--- src/rtl/vc_queue.sv ---
// vc_queue: CH_NUM independent circular FIFOs that share one write port and
// one first-word-fall-through read port, both selected by channel number.
// Each channel has its own write pointer, read pointer and occupancy count,
// and reports full / empty / almost_full flags derived from its count.
// A write to a full channel and a read from an empty channel are discarded.
// A channel number >= CH_NUM counts as no access.
// Optional build macro: VC_QUEUE_ERR_EN adds the sticky outputs err_ovf
// (dropped write) and err_udf (ignored read), which only a_rst clears.

module vc_queue #(
    parameter int DATA_SIZE = 4,
    parameter int PTR_SIZE  = 2,
    parameter int CH_NUM    = 4,
    parameter int CH_W      = 2,
    parameter int AF_LEVEL  = 3
) (
    input  logic                              clk,
    input  logic                              a_rst,
    input  logic                              wr_req,
    input  logic [CH_W-1:0]                   wr_ch,
    input  logic [DATA_SIZE-1:0]              data_i,
    input  logic                              r_req,
    input  logic [CH_W-1:0]                   r_ch,
    output logic [DATA_SIZE-1:0]              data_o,
    output logic [CH_NUM-1:0]                 full,
    output logic [CH_NUM-1:0]                 empty,
    output logic [CH_NUM-1:0]                 almost_full,
    output logic [CH_NUM*(PTR_SIZE+1)-1:0]    count
`ifdef VC_QUEUE_ERR_EN
    ,
    output logic                              err_ovf,
    output logic                              err_udf
`endif
);

    localparam int                DEPTH    = 1 << PTR_SIZE;
    localparam logic [PTR_SIZE:0] FULL_CNT = (PTR_SIZE+1)'(DEPTH);
    localparam logic [PTR_SIZE:0] AF_CNT   = (PTR_SIZE+1)'(AF_LEVEL);
    localparam logic [CH_W:0]     CH_LIM   = (CH_W+1)'(CH_NUM);

    logic [PTR_SIZE:0]     cnt_r    [CH_NUM];
    logic [PTR_SIZE-1:0]   wr_ptr_r [CH_NUM];
    logic [PTR_SIZE-1:0]   rd_ptr_r [CH_NUM];
    logic [DATA_SIZE-1:0]  mem_r    [CH_NUM][DEPTH];

    logic                  wr_sel;
    logic                  rd_sel;
    logic                  wr_full;
    logic                  rd_empty;
    logic                  wr_acc;
    logic                  rd_acc;
    logic [CH_NUM-1:0]     wr_en;
    logic [CH_NUM-1:0]     rd_en;

    // Qualify both strobes by channel range, then by the target's current count.
    always_comb begin
        wr_sel   = wr_req && ({1'b0, wr_ch} < CH_LIM);
        rd_sel   = r_req  && ({1'b0, r_ch}  < CH_LIM);
        wr_full  = 1'b0;
        rd_empty = 1'b0;
        if (wr_sel) wr_full  = (cnt_r[wr_ch] == FULL_CNT);
        if (rd_sel) rd_empty = (cnt_r[r_ch] == '0);
        wr_acc   = wr_sel && !wr_full;
        rd_acc   = rd_sel && !rd_empty;
        wr_en    = '0;
        rd_en    = '0;
        if (wr_acc) wr_en[wr_ch] = 1'b1;
        if (rd_acc) rd_en[r_ch]  = 1'b1;
    end

    // Per-channel pointers and occupancy; pointers wrap naturally at DEPTH.
    always_ff @(posedge clk or posedge a_rst) begin
        if (a_rst) begin
            for (int i = 0; i < CH_NUM; i++) begin
                cnt_r[i]    <= '0;
                wr_ptr_r[i] <= '0;
                rd_ptr_r[i] <= '0;
            end
        end else begin
            for (int i = 0; i < CH_NUM; i++) begin
                if (wr_en[i]) wr_ptr_r[i] <= wr_ptr_r[i] + PTR_SIZE'(1);
                if (rd_en[i]) rd_ptr_r[i] <= rd_ptr_r[i] + PTR_SIZE'(1);
                if (wr_en[i] && !rd_en[i])
                    cnt_r[i] <= cnt_r[i] + (PTR_SIZE+1)'(1);
                else if (rd_en[i] && !wr_en[i])
                    cnt_r[i] <= cnt_r[i] - (PTR_SIZE+1)'(1);
            end
        end
    end

    // Storage is deliberately not reset; stale entries are hidden by the counts.
    always_ff @(posedge clk) begin
        if (wr_acc) mem_r[wr_ch][wr_ptr_r[wr_ch]] <= data_i;
    end

    // Status flags and packed counts come straight from the registered counts.
    always_comb begin
        full        = '0;
        empty       = '0;
        almost_full = '0;
        count       = '0;
        for (int i = 0; i < CH_NUM; i++) begin
            full[i]        = (cnt_r[i] == FULL_CNT);
            empty[i]       = (cnt_r[i] == '0);
            almost_full[i] = (cnt_r[i] >= AF_CNT);
            count[i*(PTR_SIZE+1) +: PTR_SIZE+1] = cnt_r[i];
        end
    end

    // First-word-fall-through head of the selected channel, zero when empty.
    always_comb begin
        data_o = '0;
        if ({1'b0, r_ch} < CH_LIM) begin
            if (cnt_r[r_ch] != '0) data_o = mem_r[r_ch][rd_ptr_r[r_ch]];
        end
    end

`ifdef VC_QUEUE_ERR_EN
    // Sticky overflow / underflow records, visible the edge after the event.
    always_ff @(posedge clk or posedge a_rst) begin
        if (a_rst) begin
            err_ovf <= 1'b0;
            err_udf <= 1'b0;
        end else begin
            if (wr_sel && wr_full)  err_ovf <= 1'b1;
            if (rd_sel && rd_empty) err_udf <= 1'b1;
        end
    end
`endif

endmodule

--- config.mk ---
export PLATFORM = sky130hd
export DESIGN_NAME = vc_queue
export DESIGN_NICKNAME = d
export VERILOG_FILES = /design/src/rtl/vc_queue.sv
export SDC_FILE = /design/constraint.sdc
export NUM_CORES = 1
export LEC_CHECK = 0
export ABC_AREA = 1
export CAP_MARGIN = 30
export CORE_UTILIZATION = 40
export DETAILED_ROUTE_END_ITERATION = 8
export PLACE_DENSITY = 0.6
export SETUP_SLACK_MARGIN = 0.05
export SLEW_MARGIN = 20
export SYNTH_ARGS = -nofsm -noshare
export SYNTH_HDL_FRONTEND = slang
export SYNTH_SLANG_ARGS = --single-unit
--- constraint.sdc ---
create_clock -name clk -period 2.3 [get_ports clk]
set_input_delay 0.46 -clock clk [delete_from_list [all_inputs] [get_ports clk]]
set_output_delay 0.46 -clock clk [all_outputs]
set_load 0.02 [all_outputs]
==> impl_metrics.toml <==
[die]
die_x_um = 109
floorplan.initialDensity_pct = 41.6
ios = 40
die-area_sq_um = 11900
core_sq_um = 11000
fp-row-count = 38
dieHeight_um = 109

[grt]
grt_max_degree = 25
grt_pass1_wl_mm = 18.2
globalRouteOverflowTotal = 0
antenna_found_initial = 0
grt_pass1_vias = 3645
grt_usage_pct = 20.5

[drt]
vias = 3856
drtIter0Drc = 318
routedWlPerCell_um = 15.0
vias_per_cell = 5.01
drt_first_pass_iters = 4
postRouteAntennaNets = 0
drc = 0
drt_wl_total_mm = 11.5

[place]
dp_hpwl_mm = 8.12
gp_congestion = 0.826
io_buffers = 39

[setup_path]
cp_max_fo = 6
path_delay_family = "simple AND/OR/NAND/NOR gates"
r2r_cells = 12
critPathLaunchType = "flip-flop"
crit_type = "reg -> reg"
rr_endpoint = "count[4]$_DFFE_PP0P_"
critPathBufInv = 4
timing.rr.start = "count[7]$_DFFE_PP0P_"
cp_slowest_cell = "fa_1"
slowest_delay_ns = 0.41
cp.arrival_ns = 2.42
cp_common_cell = "inv_2"
endpoint_kind = "flip-flop"
crit_path_cell_trace = "inv_2 -> buf_6 -> nand2_2 -> o21ai_2 -> nand4_4 -> nand3_4 -> inv_2 -> ha_4 -> inv_2 -> fa_1 -> nor2_1 -> a21oi_1"
required_ns = 2.54
rrSetupSlack_ns = 0.12

[timing]
relSlewSlack_pct = 54.7
whs_ns = 0.308
rsz0062_at_grt = "yes"
finalSetupViolCount = 0
tns_ns = 0
hold_viol_final = 0
tightest_slew_ns = 0.677
finalMaxSlewViolations = 0
max_freq_mhz = 459
fin_crit_ns = 2.18
post-route-period-util_pct = 94.8
finClkSkew_ns = 0.00687

[cells_and_area]
final_common_cell = "nand2_1"
syn_to_final_growth_pct = 37.6
multiInputGateArea_sq_um = 1740
fin_nets = 644
antenna_cells = 0
n_fill_cell = 946
ff_latch_area_sq_um = 2620
final_cell_mix = "130 x nand2_1, 87 x buf_4, 70 x nand3_1"
layout-drive-gt1-share_pct = 27.3
finish.utilization_pct = 57.2

[clock_network]
clk_latency_ns = 0.36
numCtsBuffers = 9
cts_buffer_depth = 2
hold_buffers = 0
htreeDepth = 3
cts_tree = "yes"
clock_sinks = 92
clkTransAtPathRegs_ns = 0.07
clock-root-buffer = "clkbuf_16"

[synthesis]
syn_area_sq_um = 4570
synthesis.nets = 519
ys_seq_area_share_pct = 57.4
synth_seq_cells = 92
synth.distinct_cells = 25
synth_area_per_cell_sq_um = 9.16
synthCells = 499
ys_warn_count = 0

[outcome]
status = "complete, no violations"

[hold_path]
hp-class = "in -> async"

[flow_run]
maxCapViolCount = 0

[pwr]
pwr_density_cell_nw_per_um2 = 989
p_total_mw = 6.22
vdd.ir_drop.worst_mv = 0.619
leakage_nw = 2.88
-- how the worst max path moves through the flow --
stage,start,end,cells past startpoint
CTS,count[2]$_DFFE_PP0P_,count[11]$_DFFE_PP0P_,12
floorplan,count[0]$_DFFE_PP0P_,count[2]$_DFFE_PP0P_,11
global placement,r_ch[0],data_o[1],11
finish,count[7]$_DFFE_PP0P_,count[4]$_DFFE_PP0P_,12
global route,count[7]$_DFFE_PP0P_,count[4]$_DFFE_PP0P_,12
detailed placement,r_ch[0],data_o[1],11
-- per-layer routing --
metal	GRT usage (%)	vias to the layer above	part of all wire, %
met1	27.4	1820	46
met2	32.7	103	48
li1	-	1913	-
met4	7.43	0	1.6
met5	0	-	0
met3	4.48	20	5.0
-- sequential cells by signal (all words and copies together), names as in the netlist --
signal and count:
mem_r 64, count 12, rd_ptr_r 8, wr_ptr_r 8
-- synthesized netlist by cell type --
library cell	number	area [sq um]
buf_2	7	35.0
nand4_1	19	119
nand4_4	1	21.3
nor2_4	1	11.3
ha_1	4	50.1
xor2_1	4	35.0
dfrtp_1	28	701
nor3_1	1	5.00
inv_2	3	11.3
buf_4	8	60.1
clkbuf_1	3	11.3
nand3_1	83	415
o21ai_0	9	45.0
nand2_1	134	503
nand2_2	1	6.26
xnor2_1	4	35.0
buf_6	2	22.5
nor2_2	2	12.5
o21ai_2	1	8.76
a21oi_1	12	60.1
nand4_2	1	12.5
edfxtp_1	64	1920
inv_1	59	221
fa_1	4	80.1
nor2_1	44	165
-- area by class of cell --
class                           count  share of cell area, %
Multi-Input combinational cell    325                   27.6
Timing Repair Buffer              134                   19.1
Sequential cell                    92                   41.7
Clock buffer                        9                   3.58
Tap cell                          140                   2.79
Inverter                           62                   3.74
Clock inverter                      7                   1.37
-- per-stage QoR --
step           cells  setup slack [ns]  cell area, sq um
3_5_place_dp     737            -0.764              5670
5_1_grt          769          -0.00810              6290
2_1_floorplan    499            0.0941              4570
3_3_place_gp     737            -0.755              5670
4_1_cts          756            0.0515              6070
6_report         769             0.119              6290
-- power breakdown --
| part | internal (mW) | switching [mW] | total, mW |
|---|---|---|---|
| combinational | 1.12 | 1.32 | 2.44 |
| sequential | 2.06 | 0.196 | 2.25 |
| clock | 0.784 | 0.740 | 1.52 |
-- kinds of logic (layout without fill, tap and decap cells) --
logic type,after synthesis,count (layout),synth area share (%)
AO/OA/AOI/OAI,22,22,2.49
XOR/XNOR,8,8,1.53
adder cells (fa/ha/maj),8,8,2.85
buffers and inverters,82,212,7.91
flip-flops,92,92,57.4
AND/OR/NAND/NOR,287,287,27.8
-- repair_timing --
| item | in CTS | in global routing |
|---|---|---|
| cloned | 1 | 1 |
| setup buffers | 2 | 12 |
| endpoints found under the hold margin | 0 | 0 |
| pin swaps | 1 | 16 |
| resized for setup | 42 | 55 |
| endpoints found under the setup margin | 14 | 15 |
No activity file was read; power rests on OpenSTA's default activity.
